[src/rtl/axi_lite_slave_regs.sv]
// rtl/axi_lite_slave_regs.sv - AXI4-Lite slave register file with independent write/read FSMs.
// Optional byte-lane write strobes: define AXIL_SLV_WSTRB_EN.
module axi_lite_slave_regs #(
  parameter int ADDR_W   = 12,
  parameter int DATA_W   = 32,
  parameter int NUM_REGS = 16
) (
  input  logic                       aclk,
  input  logic                       areset_n,
  input  logic [ADDR_W-1:0]          awaddr,
  input  logic                       awvalid,
  output logic                       awready,
  input  logic [DATA_W-1:0]          wdata,
  input  logic [DATA_W/8-1:0]        wstrb,
  input  logic                       wvalid,
  output logic                       wready,
  output logic [1:0]                 bresp,
  output logic                       bvalid,
  input  logic                       bready,
  input  logic [ADDR_W-1:0]          araddr,
  input  logic                       arvalid,
  output logic                       arready,
  output logic [DATA_W-1:0]          rdata,
  output logic [1:0]                 rresp,
  output logic                       rvalid,
  input  logic                       rready,
  output logic [NUM_REGS*DATA_W-1:0] regs_o
);

  localparam int STRB_W    = DATA_W / 8;
  localparam int ADDR_LSB  = $clog2(STRB_W);
  localparam int IDX_W     = ADDR_W - ADDR_LSB;
  localparam int REG_IDX_W = (NUM_REGS > 1) ? $clog2(NUM_REGS) : 1;

  localparam logic [1:0] RESP_OKAY   = 2'b00;
  localparam logic [1:0] RESP_SLVERR = 2'b10;

  typedef enum logic {W_IDLE, W_RESP} wstate_t;
  typedef enum logic {R_IDLE, R_DATA} rstate_t;

  wstate_t r_wstate, w_wstate_nxt;
  rstate_t r_rstate, w_rstate_nxt;

  logic                r_ready_en;
  logic                r_aw_held;
  logic                r_w_held;
  logic [ADDR_W-1:0]   r_awaddr;
  logic [DATA_W-1:0]   r_wdata;
  logic [1:0]          r_bresp;
  logic [DATA_W-1:0]   r_rdata;
  logic [1:0]          r_rresp;
  logic [DATA_W-1:0]   r_regs [NUM_REGS];

  logic                w_awready;
  logic                w_wready;
  logic                w_bvalid;
  logic                w_commit;
  logic                w_arready;
  logic                w_rvalid;
  logic                w_ar_hs;
  logic [ADDR_W-1:0]   w_cm_addr;
  logic [DATA_W-1:0]   w_cm_data;
  logic [IDX_W-1:0]    w_widx;
  logic [IDX_W-1:0]    w_ridx;
  logic                w_wr_ok;
  logic                w_rd_ok;

  // Readies stay low through reset and rise on the first edge after release.
  always_ff @(posedge aclk or negedge areset_n) begin
    if (!areset_n) begin
      r_ready_en <= 1'b0;
    end else begin
      r_ready_en <= 1'b1;
    end
  end

  always_ff @(posedge aclk or negedge areset_n) begin
    if (!areset_n) begin
      r_wstate <= W_IDLE;
      r_rstate <= R_IDLE;
    end else begin
      r_wstate <= w_wstate_nxt;
      r_rstate <= w_rstate_nxt;
    end
  end

  // Commit fires on the edge where the later of AW/W completes, using live or held payloads.
  always_comb begin
    w_wstate_nxt = r_wstate;
    w_awready    = 1'b0;
    w_wready     = 1'b0;
    w_bvalid     = 1'b0;
    w_commit     = 1'b0;
    case (r_wstate)
      W_IDLE: begin
        w_awready = r_ready_en && !r_aw_held;
        w_wready  = r_ready_en && !r_w_held;
        if ((r_aw_held || (awvalid && w_awready)) && (r_w_held || (wvalid && w_wready))) begin
          w_commit     = 1'b1;
          w_wstate_nxt = W_RESP;
        end
      end
      W_RESP: begin
        w_bvalid = 1'b1;
        if (bready) begin
          w_wstate_nxt = W_IDLE;
        end
      end
      default: w_wstate_nxt = W_IDLE;
    endcase
  end

  always_comb begin
    w_rstate_nxt = r_rstate;
    w_arready    = 1'b0;
    w_rvalid     = 1'b0;
    w_ar_hs      = 1'b0;
    case (r_rstate)
      R_IDLE: begin
        w_arready = r_ready_en;
        if (arvalid && w_arready) begin
          w_ar_hs      = 1'b1;
          w_rstate_nxt = R_DATA;
        end
      end
      R_DATA: begin
        w_rvalid = 1'b1;
        if (rready) begin
          w_rstate_nxt = R_IDLE;
        end
      end
      default: w_rstate_nxt = R_IDLE;
    endcase
  end

  assign w_cm_addr = r_aw_held ? r_awaddr : awaddr;
  assign w_cm_data = r_w_held  ? r_wdata  : wdata;
  assign w_widx    = w_cm_addr[ADDR_W-1:ADDR_LSB];
  assign w_ridx    = araddr[ADDR_W-1:ADDR_LSB];
  assign w_wr_ok   = (w_widx < IDX_W'(NUM_REGS));
  assign w_rd_ok   = (w_ridx < IDX_W'(NUM_REGS));

`ifdef AXIL_SLV_WSTRB_EN
  logic [STRB_W-1:0] r_wstrb;
  logic [STRB_W-1:0] w_cm_strb;
  logic              w_unused_bits;

  assign w_cm_strb     = r_w_held ? r_wstrb : wstrb;
  assign w_unused_bits = &{1'b0, w_cm_addr[ADDR_LSB-1:0], araddr[ADDR_LSB-1:0]};

  always_ff @(posedge aclk or negedge areset_n) begin
    if (!areset_n) begin
      r_wstrb <= '0;
    end else if (!w_commit && wvalid && w_wready) begin
      r_wstrb <= wstrb;
    end
  end
`else
  logic w_unused_bits;

  // The upstream master drives wstrb as zero, so lanes are not honoured in this build.
  assign w_unused_bits = &{1'b0, wstrb, w_cm_addr[ADDR_LSB-1:0], araddr[ADDR_LSB-1:0]};
`endif

  always_ff @(posedge aclk or negedge areset_n) begin
    if (!areset_n) begin
      r_aw_held <= 1'b0;
      r_w_held  <= 1'b0;
      r_awaddr  <= '0;
      r_wdata   <= '0;
      r_bresp   <= RESP_OKAY;
      for (int k = 0; k < NUM_REGS; k++) begin
        r_regs[k] <= '0;
      end
    end else if (w_commit) begin
      r_aw_held <= 1'b0;
      r_w_held  <= 1'b0;
      r_bresp   <= w_wr_ok ? RESP_OKAY : RESP_SLVERR;
      if (w_wr_ok) begin
`ifdef AXIL_SLV_WSTRB_EN
        for (int b = 0; b < STRB_W; b++) begin
          if (w_cm_strb[b]) begin
            r_regs[w_widx[REG_IDX_W-1:0]][b*8 +: 8] <= w_cm_data[b*8 +: 8];
          end
        end
`else
        r_regs[w_widx[REG_IDX_W-1:0]] <= w_cm_data;
`endif
      end
    end else begin
      if (awvalid && w_awready) begin
        r_aw_held <= 1'b1;
        r_awaddr  <= awaddr;
      end
      if (wvalid && w_wready) begin
        r_w_held <= 1'b1;
        r_wdata  <= wdata;
      end
    end
  end

  // Read samples the pre-commit register value when it shares an edge with a write.
  always_ff @(posedge aclk or negedge areset_n) begin
    if (!areset_n) begin
      r_rdata <= '0;
      r_rresp <= RESP_OKAY;
    end else if (w_ar_hs) begin
      r_rdata <= w_rd_ok ? r_regs[w_ridx[REG_IDX_W-1:0]] : '0;
      r_rresp <= w_rd_ok ? RESP_OKAY : RESP_SLVERR;
    end
  end

  generate
    for (genvar k = 0; k < NUM_REGS; k++) begin : g_flat
      assign regs_o[k*DATA_W +: DATA_W] = r_regs[k];
    end
  endgenerate

  assign awready = w_awready;
  assign wready  = w_wready;
  assign bvalid  = w_bvalid;
  assign bresp   = r_bresp;
  assign arready = w_arready;
  assign rvalid  = w_rvalid;
  assign rdata   = r_rdata;
  assign rresp   = r_rresp;

endmodule

[config.mk]
export PLATFORM = sky130hd
export DESIGN_NAME = axi_lite_slave_regs
export DESIGN_NICKNAME = d
export VERILOG_FILES = /design/src/rtl/axi_lite_slave_regs.sv
export SDC_FILE = /design/constraint.sdc
export NUM_CORES = 1
export LEC_CHECK = 0
export BUFFER_PORTS_ARGS = -buffer_cell sky130_fd_sc_hd__buf_2
export CAP_MARGIN = 10
export CORE_AREA = 4 4 286 288
export CTS_CLUSTER_SIZE = 10
export DETAILED_ROUTE_END_ITERATION = 16
export DIE_AREA = 0 0 290 292
export PLACE_DENSITY = 0.65
export SLEW_MARGIN = 20
export SYNTH_ARGS = -nofsm -noshare
export SYNTH_HDL_FRONTEND = slang
export SYNTH_SLANG_ARGS = --single-unit
[constraint.sdc]
create_clock -name aclk -period 4.7 [get_ports aclk]
set_input_delay 0.47 -clock aclk [delete_from_list [all_inputs] [get_ports aclk]]
set_output_delay 0.47 -clock aclk [all_outputs]
set_load 0.005 [all_outputs]
# == Word-level counts from Yosys, hierarchy flattened ==
# Cells that the tools add are included.
# word_totals
register_bits,597
out_inout_bits,553
inputBits,67
# op_classes
bitwise_logic,5
order_cmp,5
reduce_logical,18
muxes,28
# ops
cell,count
bitwise mux 512 bit,1
2-to-1 mux 32 bit,5
binary-select mux 32 bit (select 4 bit),1
demux 32 bit (select 4 bit),1
"< comparator 10 x 5 -> 1 bit, second input constant",2
2-to-1 mux 1 bit,15
2-to-1 mux 12 bit,1
"greater-or-equal comparator 5 bit, second input constant",2
inverter 4 -> 5 bit,2
logical AND 1 bit,9
AND reduction 2 bit,3
"< comparator 5 x 1 -> 1 bit, second input constant",1
2-to-1 mux 2 bit,2
one-hot mux 1 bit (2 select lines),2
nonzero test 2 bit,2
inverter 1 bit,3
zero test 1 bit,2
logical OR 1 bit,2

# == Depth between registers and ports, before layout ==
# logic_depth
word_depth,9
depth_mapped,7
ltp_nobuf,4

# == Least setup slack after synthesis ==
# OpenSTA, ideal clock, no wires.
# synth_timing
kind,input -> register
start,in awaddr[9]
end,reg r_regs (netlist bit regs_o[0])
path_slack_ps,2366
stages,6
t_arrival_ps,2209
setup_ps,125
cell_sequence,nor4_2 -> nand2_4 -> buf_6 -> a2111oi_4 -> buf_6 -> mux2_4
# synth_via
elab_chain_len,3
# synth_rtl
element,line_no,text
start: declaration,10,"input logic [ADDR_W-1:0] awaddr,"
2-to-1 mux 12 bit,136,assign w_cm_addr = r_aw_held ? r_awaddr : awaddr;
< comparator 10 x 5 -> 1 bit,140,assign w_wr_ok = (w_widx < IDX_W'(NUM_REGS));
AND reduction 2 bit (no source line),-,
end signal: indexed assignment,187,r_regs[w_widx[REG_IDX_W-1:0]] <= w_cm_data;
end: declaration,52,logic [DATA_W-1:0] r_regs [NUM_REGS];
# No other way between the ends.
# A chain may end at the register's enable or synchronous reset.

# == Final worst setup path ==
# layout_timing
start,reg r_aw_held
end,reg r_regs (netlist bit regs_o[466])
# layout_via
elab_chain_len,8
# layout_rtl
element,line_no,text
start: declaration,45,logic r_aw_held;
start signal: assignment,167,r_aw_held <= 1'b0;
start signal: assignment,176,r_aw_held <= 1'b0;
start signal: assignment,192,r_aw_held <= 1'b1;
branches (longest 8 deep; another with greater-or-equal comparator 5 bit),-,
# Parallel ways; which one is timed is not known.

==> out/results.tsv <==
metric	value	unit
CTS root buffer	clkbuf_16	
Multi-input gate area	0.01191	mm²
Pwr Density	392.5	mW/mm²
IO buf count	609	
Cells after Synth	1648	
GRT Total Usage	22.16	%
post-synthesis cell area	0.02757	mm²
delay-heaviest family, CP	flip-flops	
VDD IR max	330.0	µV
final worst clock skew	32.42	ps
critical path data arrival time	3860	ps
startpoint types	register	
Max-Cap Viols	0	
P&R area growth vs syn	22.77	%
RSZ-0062 raised after global routing	false	
placement row count	103	
Placement Setup Slack	1395	ps
Tot Pwr	13290	µW
die area	0.08468	mm²
CTS resizes	0	
DRC Markers	0	
FMAX	295.5	MHz
GP Congestion	0.8203	
Worst Path Max Fanout	32	
WL/cell	28.78	µm
Filler Cell Count	7178	
cts bufs inserted	73	
final wirelength	95940	µm
Setup TNS Final	0	ps
final hold slack	55.58	ps
Leak Pwr	0.01771	µW
DR pass1 iterations	5	
CTS tree	yes	
Post-CTS Setup Inserts	0	
Setup Viol. Count Final	0	
synth warn	0	
CP max stage cell	dfrtp_1	
Clock Latency Late Sink	630	ps
Req. time, crit path	5180	ps
Final Cycle Share	72.00	%
combined flip-flop and latch cell area	0.01484	mm²
I/O pin count	620	
Avg Cell Area, Syn	16.73	µm²
Bufs and invs on worst path	1	
Worst-Margin Slew	896.7	ps
CP peak stage delay	800	ps
Routed Antenna Nets	0	
Starting Density	34.96	%
hold crit path type	in2reg	
Final Core Density	42.92	%
layout cell share with drive strength beyond 1	62.26	%
Net count, final	2315	
Distinct cells, synth	39	
Crit. End Element	register	
Max H-tree Level	3	
TritonCTS sink count	593	
vias per inst	5.440	
final max-slew violation count	0	
GRT overflow	0	
DP Wirelength	65070	µm
Final min period	3384	ps
CTS Hold Bufs	2	
register area share after synthesis	53.82	%
largest net degree at the start of global routing	117	
first-pass GRT wire length	141100	µm
CTS clock-pin slew for the worst setup and hold paths	50	ps
vias in the first global route	19730	
initial DRC count	1157	
CP Class	reg2reg	
status	finished, final reports clean	
core area	0.07887	mm²
FF+latch count, synth	593	
worst-path cell chain	a21oi_1, or3_1, a2111oi_4, buf_4, mux2_2	
Hold Fails Final Rpt	0	
die height	292	µm
Final WS setup	1316	ps
Longest Clk Path Bufs	3	
initial antenna violation count	6	
Die X	290	µm
routed vias	18140	
Rel. slew slack	40.22	%
[logic make-up (layout without fill, tap and decap cells)]
kind of cell    Yosys count  count (layout)  share of synthesized area (%)
compound gates           62              62                          2.972
flops                   593             593                          53.82
simple gates             35              35                         0.8350
other cells               2               8                        0.02724
buf+inv                 146             776                          3.122
mux                     810             810                          39.23
[metrics by stage]
| stage | area [µm²] | std cells |
|---|---|---|
| after floorplan | 27580 | 1649 |
| after global placement | 31660 | 3221 |
| after detailed placement | 31660 | 3221 |
| after CTS | 33840 | 3329 |
| after global routing | 33840 | 3330 |
| final | 33850 | 3334 |
[sequential cells by signal, summed over array words and instances, names as in the netlist]
register	cells
r_w_held	1
r_ready_en	1
bresp	1
r_awaddr	10
rdata	32
regs_o	512
r_wstate	1
r_wdata	32
r_aw_held	1
rresp	1
r_rstate	1
[where the power goes]
group / leakage [µW] / total (µW) / internal [µW] / switching (µW)
combinational: 0.00850 / 2250 / 916 / 1330
sequential: 0.00818 / 5880 / 5530 / 342
clock: 0.00104 / 5160 / 2940 / 2220
total: 0.0177 / 13300 / 9390 / 3900
[worst reg2reg max path, cell delays in order, from the launching register on]
cell,delay (ps)
dfrtp_1,800
a21oi_1,220
or3_1,690
a2111oi_4,320
buf_4,720
mux2_2,500
[routing by layer]
layer  wire length [µm]  vias to the layer above  global-route usage, %
li1                   -                     7380                      -
met1              37050                     9735                  27.16
met2              48470                      795                  38.12
met3               6478                      224                  4.989
met4               3927                        2                  8.840
met5                 13                        -                      0
[area by class of cell]
| class | count | area share (%) |
|---|---|---|
| flip-flops and latches | 593 | 43.84 |
| well taps | 1050 | 3.881 |
| clock buffers | 93 | 5.766 |
| inverters | 6 | 0.06653 |
| repair buffers | 664 | 10.62 |
| diodes | 5 | 0.03696 |
| multi-input cells | 910 | 35.17 |
| clock inverters | 13 | 0.6209 |
[cell usage after synthesis]
cell / n / share of area [%]
dfrtp_1: 593 / 54
mux2_2: 408 / 17
mux4_2: 128 / 10
mux2_4: 100 / 5.4
mux2i_1: 97 / 3.5
mux2_1: 77 / 3.1
clkbuf_1: 62 / 0.84
a22o_1: 32 / 1.0
buf_6: 25 / 1.0
buf_4: 23 / 0.63
buf_2: 22 / 0.40
a2111oi_4: 15 / 1.5
nor2_1: 8 / 0.11
buf_1: 7 / 0.095
inv_1: 6 / 0.082
nand2_1: 6 / 0.082
a21oi_1: 5 / 0.091
and3b_1: 3 / 0.095
nor3_1: 3 / 0.054
o21ai_0: 3 / 0.054
a31oi_2: 2 / 0.091
a32oi_2: 2 / 0.12
conb_1: 2 / 0.027
nand2_4: 2 / 0.082
nand3_1: 2 / 0.036
nor3b_1: 2 / 0.054
a211oi_2: 1 / 0.045
buf_8: 1 / 0.054
nand2b_1: 1 / 0.023
nor2b_1: 1 / 0.023
nor3_2: 1 / 0.036
nor3b_2: 1 / 0.045
nor4_1: 1 / 0.023
nor4_2: 1 / 0.045
nor4_4: 1 / 0.077
o22ai_1: 1 / 0.023
o32a_1: 1 / 0.036
or3_1: 1 / 0.023
or4_1: 1 / 0.027
[cells in the final DEF, fill, tap and decap left out, types with 3 or more instances in the layout]
master	Yosys	layout
buf_2	22	605
dfrtp_1	593	592
mux2_2	408	408
mux4_2	128	128
mux2_4	100	100
mux2i_1	97	97
mux2_1	77	77
clkbuf_16	0	73
buf_4	23	46
a22o_1	32	32
a2111oi_4	15	15
clkbuf_1	62	15
nor2_1	8	8
buf_12	0	8
inv_1	6	6
diode_2	0	5
a21oi_1	5	5
nand2_1	6	5
clkinv_16	0	5
clkbuf_8	0	5
clkinv_2	0	4
o21ai_0	3	3
nor3_1	3	3
and3b_1	3	3
conb_1	2	3
[path summary, 6_finish.rpt]
path                       cells after the start           to  startpoint  slack [ps]
hold reg to reg                                2     bresp[1]    bresp[1]         490
setup / recovery                               5  regs_o[466]   r_aw_held        1320
setup reg to reg                               5  regs_o[466]   r_aw_held        1320
min in group asynchronous                      2    regs_o[4]    areset_n         520
hold / removal                                 2     r_rstate      rready          60
max in group asynchronous                      3  regs_o[273]    areset_n        2980
Power figures use the tool's default switching activity.
